`src/rtl/w3op_fetch.sv`:
```
// Instruction fetch sequencer for w3op: walks a PC over an inclusive SRAM address
// range, absorbs the SRAM's one-cycle read latency and datapath stalls via a skid buffer.
module w3op_fetch #(
  parameter int                    CODE_WIDTH = 36,
  parameter int                    ADDR_WIDTH = 8,
  parameter logic [CODE_WIDTH-1:0] NOP_CODE   = '0
) (
  input  logic                  clock,
  input  logic                  reset_n,
  input  logic                  start,
  input  logic                  abort,
  input  logic [ADDR_WIDTH-1:0] start_addr,
  input  logic [ADDR_WIDTH-1:0] end_addr,
  output logic                  mem_en,
  output logic [ADDR_WIDTH-1:0] mem_addr,
  input  logic [CODE_WIDTH-1:0] mem_rdata,
  input  logic                  stall,
  output logic [CODE_WIDTH-1:0] code,
  output logic                  code_valid,
  output logic                  busy,
  output logic                  done
);

  typedef enum logic [1:0] {
    S_IDLE,
    S_RUN,
    S_DRAIN
  } state_e;

  state_e                state_q, state_d;
  logic [ADDR_WIDTH-1:0] pc_q, pc_d;
  logic [ADDR_WIDTH:0]   remaining_q, remaining_d;
  logic                  inflight_q, inflight_d;
  logic [CODE_WIDTH-1:0] out_q, out_d;
  logic                  out_valid_q, out_valid_d;
  logic [CODE_WIDTH-1:0] skid_q, skid_d;
  logic                  skid_valid_q, skid_valid_d;
  logic                  done_q, done_d;

  logic issue;
  logic consume;
  logic last;

  // With the skid buffer full no read can be in flight, so a consume never has to
  // place skid data and returning data in the same edge.
  assign issue   = (state_q == S_RUN) && !stall && !skid_valid_q && (remaining_q != '0);
  assign consume = out_valid_q && !stall;
  assign last    = consume && (state_q != S_IDLE) && (remaining_q == '0)
                   && !inflight_q && !skid_valid_q;

  always_comb begin
    // NOTE: every signal written here gets a default first so no latch is inferred.
    state_d      = state_q;
    pc_d         = pc_q;
    remaining_d  = remaining_q;
    inflight_d   = issue;
    out_d        = out_q;
    out_valid_d  = out_valid_q;
    skid_d       = skid_q;
    skid_valid_d = skid_valid_q;
    done_d       = 1'b0;

    if (issue) begin
      pc_d        = pc_q + 1'b1;
      remaining_d = remaining_q - 1'b1;
    end

    if (consume) begin
      if (skid_valid_q) begin
        out_d        = skid_q;
        skid_valid_d = 1'b0;
      end else if (inflight_q) begin
        out_d = mem_rdata;
      end else begin
        out_d       = NOP_CODE;
        out_valid_d = 1'b0;
      end
    end else if (inflight_q) begin
      if (!out_valid_q) begin
        out_d       = mem_rdata;
        out_valid_d = 1'b1;
      end else begin
        skid_d       = mem_rdata;
        skid_valid_d = 1'b1;
      end
    end

    unique case (state_q)
      S_IDLE: begin
        if (start) begin
          pc_d        = start_addr;
          remaining_d = {1'b0, ADDR_WIDTH'(end_addr - start_addr)} + 1'b1;
          state_d     = S_RUN;
        end
      end
      S_RUN: begin
        if (remaining_d == '0) state_d = S_DRAIN;
      end
      S_DRAIN: ;
      default: state_d = S_IDLE;
    endcase

    if (last) begin
      state_d = S_IDLE;
      done_d  = 1'b1;
    end

    // Abort wins over start and completion; data still returning is dropped.
    if (abort) begin
      state_d      = S_IDLE;
      remaining_d  = '0;
      inflight_d   = 1'b0;
      out_d        = NOP_CODE;
      out_valid_d  = 1'b0;
      skid_valid_d = 1'b0;
      done_d       = 1'b0;
    end
  end

  // NOTE: the skid data register is reset too, so the whole datapath is known after reset.
  always_ff @(posedge clock or negedge reset_n) begin
    if (!reset_n) begin
      // NOTE: sequential state uses non-blocking assignments only.
      state_q      <= S_IDLE;
      pc_q         <= '0;
      remaining_q  <= '0;
      inflight_q   <= 1'b0;
      out_q        <= NOP_CODE;
      out_valid_q  <= 1'b0;
      skid_q       <= NOP_CODE;
      skid_valid_q <= 1'b0;
      done_q       <= 1'b0;
    end else begin
      state_q      <= state_d;
      pc_q         <= pc_d;
      remaining_q  <= remaining_d;
      inflight_q   <= inflight_d;
      out_q        <= out_d;
      out_valid_q  <= out_valid_d;
      skid_q       <= skid_d;
      skid_valid_q <= skid_valid_d;
      done_q       <= done_d;
    end
  end

  assign mem_en     = issue;
  assign mem_addr   = pc_q;
  assign code       = out_q;
  assign code_valid = out_valid_q;
  assign busy       = (state_q != S_IDLE);
  assign done       = done_q;

endmodule

```
`config.mk`:
```
export PLATFORM = sky130hd
export DESIGN_NAME = w3op_fetch
export DESIGN_NICKNAME = d
export VERILOG_FILES = /design/src/rtl/w3op_fetch.sv
export SDC_FILE = /design/constraint.sdc
export NUM_CORES = 1
export LEC_CHECK = 0
export CAP_MARGIN = 5
export CORE_AREA = 2 2 109 111
export CTS_CLUSTER_SIZE = 20
export DETAILED_ROUTE_END_ITERATION = 16
export DIE_AREA = 0 0 111 113
export PLACE_DENSITY_LB_ADDON = 0.1
export SETUP_SLACK_MARGIN = 0.15
export SYNTH_ARGS = -nofsm -noshare
export SYNTH_HDL_FRONTEND = slang
export SYNTH_SLANG_ARGS = --single-unit
```
`constraint.sdc`:
```
create_clock -name clock -period 2.5 [get_ports clock]
set_input_delay 0.75 -clock clock [delete_from_list [all_inputs] [get_ports clock]]
set_output_delay 0.75 -clock clock [all_outputs]
set_load 0.02 [all_outputs]
```
==> flow_summary.json <==
{
  "fp-row-count": 39,
  "required_ns": 1.75,
  "slowest_delay_ns": 0.53,
  "clock_latency_ns": 0.34,
  "final_cell_area_mm2": 0.00691,
  "hp-class": "in2async",
  "r2r-start": "state_q[1]",
  "synth_edf_count": 0,
  "antenna_cells": 0,
  "p_seq_share_pct": 38.8,
  "dr.pass1.iters": 5,
  "synth_fp_nets": 508,
  "start_util_pct": 41.1,
  "cp_common_cell": "buf_6",
  "grt_pass1_vias": 3957,
  "core-area_mm2": 0.0113,
  "die_y_um": 113,
  "grt_usage_pct": 19.3,
  "power.internal_mw": 3.37,
  "numPortBuffers": 104,
  "ys_ff_latch": 95,
  "grt_pass1_wl_um": 19600,
  "drt-total-wl_um": 12100,
  "cts_root_buf": "clkbuf_16",
  "max_slew_margin_pct": 67.0,
  "placed_area_mm2": 0.00634,
  "crit_buf_inv": 3,
  "path_max_fanout": 2,
  "drv_cap": 0,
  "p_clk_share_pct": 34.0,
  "dp_hpwl_um": 8670,
  "rrSetupSlack_ns": -0.06,
  "drtIter0Drc": 211,
  "crit_start": "stall",
  "htree_levels": 3,
  "start_kind": "primary input",
  "status": "complete, but fails checks",
  "grt_max_degree": 37,
  "worstSetupPathType": "in2out",
  "clock_skew_ns": 0.00708,
  "worst_slew_pin_slew_ns": 0.489,
  "clkTransAtPathRegs_ns": 0.07,
  "path_cells": "buf_6 -> or4b_4 -> buf_4 -> a41oi_4 -> buf_6",
  "p_comb_share_pct": 27.2,
  "dieArea_mm2": 0.0125,
  "cp.arrival_ns": 1.90,
  "syn_area_mm2": 0.00464,
  "fin_crit_sh_pct": 106,
  "synthArstFlopShare_pct": 100,
  "finalCriticalPeriod_ns": 2.65,
  "fmax_mhz": 377,
  "postRouteAntennaNets": 0,
  "fin_total_pwr_mw": 4.74,
  "syn_area_per_cell_um2": 10.5,
  "io_pins": 105,
  "slowest_stage": "or4b_4",
  "grt_overflow": 0,
  "ys.flop_type": "dfrtp_1",
  "failed_checks": "negative setup slack",
  "synth_seq_area_share_pct": 51.3,
  "cts_buffers": 9,
  "fillers": 971,
  "die_x_um": 111,
  "drc": 0,
  "syn_to_final_growth_pct": 49.0,
  "power.leakage_nw": 3.10,
  "crit_path_end_kind": "primary output",
  "reg2reg_to": "state_q[1]",
  "ff2ff_path_depth": 7,
  "via_per_inst": 5.38,
  "finalWorstSetupSlack_ns": -0.153,
  "gp_congestion": 0.888,
  "via_count": 4002,
  "cts_buffer_depth": 2,
  "antenna_found_initial": 0,
  "routedWlPerCell_um": 16.2,
  "cp_top_family": "simple AND/OR/NAND/NOR gates",
  "vdd_ir_drop_max_v": 0.000365,
  "hold_buffers": 0,
  "post_synth_num_cell_types": 47,
  "final_nets": 664,
  "rsz0062_at_grt": "true",
  "drive_gt1_share_pct": 26.6,
  "cts_tree": "done",
  "clock_sinks": 95,
  "setup_viol": 2,
  "yosys_warnings": 0,
  "power.switching_mw": 1.36,
  "maxSlewViolCount": 0,
  "postSynthCellCount": 440,
  "sw_frac_of_total_pct": 28.8,
  "power.density_mw_per_mm2": 686,
  "hold_violations": 0
}
## cell usage after synthesis, drive strengths merged (2+ instances only)
cell,number,area share (%)
a211oi,9,1.5
a21boi,2,0.32
a21o,2,0.32
a21oi,9,0.97
a22oi,36,5.8
a31oi,3,0.40
and2,3,0.40
and3,2,0.27
and4,2,0.38
clkbuf,22,1.8
dfrtp,95,51
ha,10,2.7
inv,17,1.4
mux2,36,8.7
nand2,51,4.1
nand2b,2,0.27
nand3,4,0.43
nand3b,4,0.65
nand4,3,0.40
nor2,13,1.1
nor2b,5,0.67
nor3,8,0.86
nor4,7,0.94
nor4b,2,0.38
o2111ai,2,0.38
o21ai,48,5.2
o311ai,2,0.54
o31a,2,0.38
or2,3,0.40
or3,2,0.27
or4,3,0.57
xnor2,10,1.9
xor2,10,1.9
## state kept, by name, indices dropped and copies added (netlist names)
| name | cells |
|---|---|
| done | 1 |
| skid_q | 36 |
| inflight_q | 1 |
| state_q | 2 |
| code_valid | 1 |
| mem_addr | 8 |
| skid_valid_q | 1 |
| remaining_q | 9 |
| code | 36 |
## per-stage QoR
stage | utilization [%] | hold slack (ns) | setup slack (ns) | setup TNS, ns | cells
final | 61.3 | 0.353 | -0.153 | -0.303 | 744
after CTS | 60.6 | 0.365 | -0.370 | -0.557 | 741
after detailed placement | 56.3 | 0.470 | -0.862 | -8.90 | 718
after global routing | 61.3 | 0.376 | -0.201 | -0.479 | 744
after floorplan | - | 0.454 | -0.172 | -0.344 | 440
after global placement | 56.3 | 0.460 | -0.869 | -8.40 | 718
## layout make-up
| type | count | area (µm²) | share of cell area, % |
|---|---|---|---|
| repair buffers | 168 | 1630 | 23.5 |
| inverters | 17 | 76.3 | 1.10 |
| clock buffers | 10 | 239 | 3.46 |
| well taps | 143 | 179 | 2.59 |
| multi-input cells | 305 | 2300 | 33.2 |
| clock inverters | 6 | 115 | 1.67 |
| flip-flops and latches | 95 | 2380 | 34.4 |
## layout by cell type (no fill, tap or decap), types with 7 or more instances in the layout
master,instances
a22oi_1,36
buf_12,8
buf_4,54
clkbuf_16,9
clkdlybuf4s50_1,91
dfrtp_1,95
dlygate4sd2_1,7
inv_1,13
mux2_2,36
nand2_1,51
nor2_1,13
nor3_1,7
o21ai_0,35
o21ai_1,12
xnor2_1,7
xor2_1,9
## worst max-delay path by stage
stage / slack, ns / cells past startpoint / endpoint
finish: -0.15 / 5 / mem_en
global route: -0.20 / 8 / state_q[1]
CTS: -0.37 / 8 / state_q[1]
detailed placement: -0.86 / 8 / state_q[1]
global placement: -0.87 / 4 / mem_en
floorplan: -0.17 / 10 / remaining_q[7]
## power by group through the flow
stage | Clock [mW] | Combinational (mW) | Sequential [mW]
6_report | 1.61 | 1.29 | 1.84
5_1_grt | 1.71 | 1.40 | 1.86
4_1_cts | 1.64 | 1.27 | 1.84
3_5_place_dp | 0 | 1.22 | 1.86
3_3_place_gp | 0 | 1.20 | 1.85
2_1_floorplan | 0 | 0.491 | 1.96
## metal layers
metal | track usage, % | wire length (µm)
met2 | 33.5 | 5930
met4 | 7.25 | 242
met5 | 0 | 0
met1 | 24.9 | 5380
met3 | 2.52 | 511
## timing repair
item                       in CTS  in global routing
hold endpoints to repair        0                  0
buffers inserted                7                  3
setup endpoints to repair      16                 11
gates resized for setup        46                 14
pin swaps                      20                 16
## cell families (layout without fill, tap and decap cells)
group / Yosys count / after routing / share of synthesized area [%]
buffers and inverters: 40 / 201 / 3.26
adder cells (fa/ha/maj): 11 / 11 / 3.13
XOR/XNOR: 20 / 20 / 3.78
AND/OR/NAND/NOR: 117 / 117 / 12.8
flip-flops: 95 / 95 / 51.3
AO/OA/AOI/OAI: 120 / 120 / 16.8
multiplexers: 37 / 37 / 8.96
(Power assumes the default switching activity.)
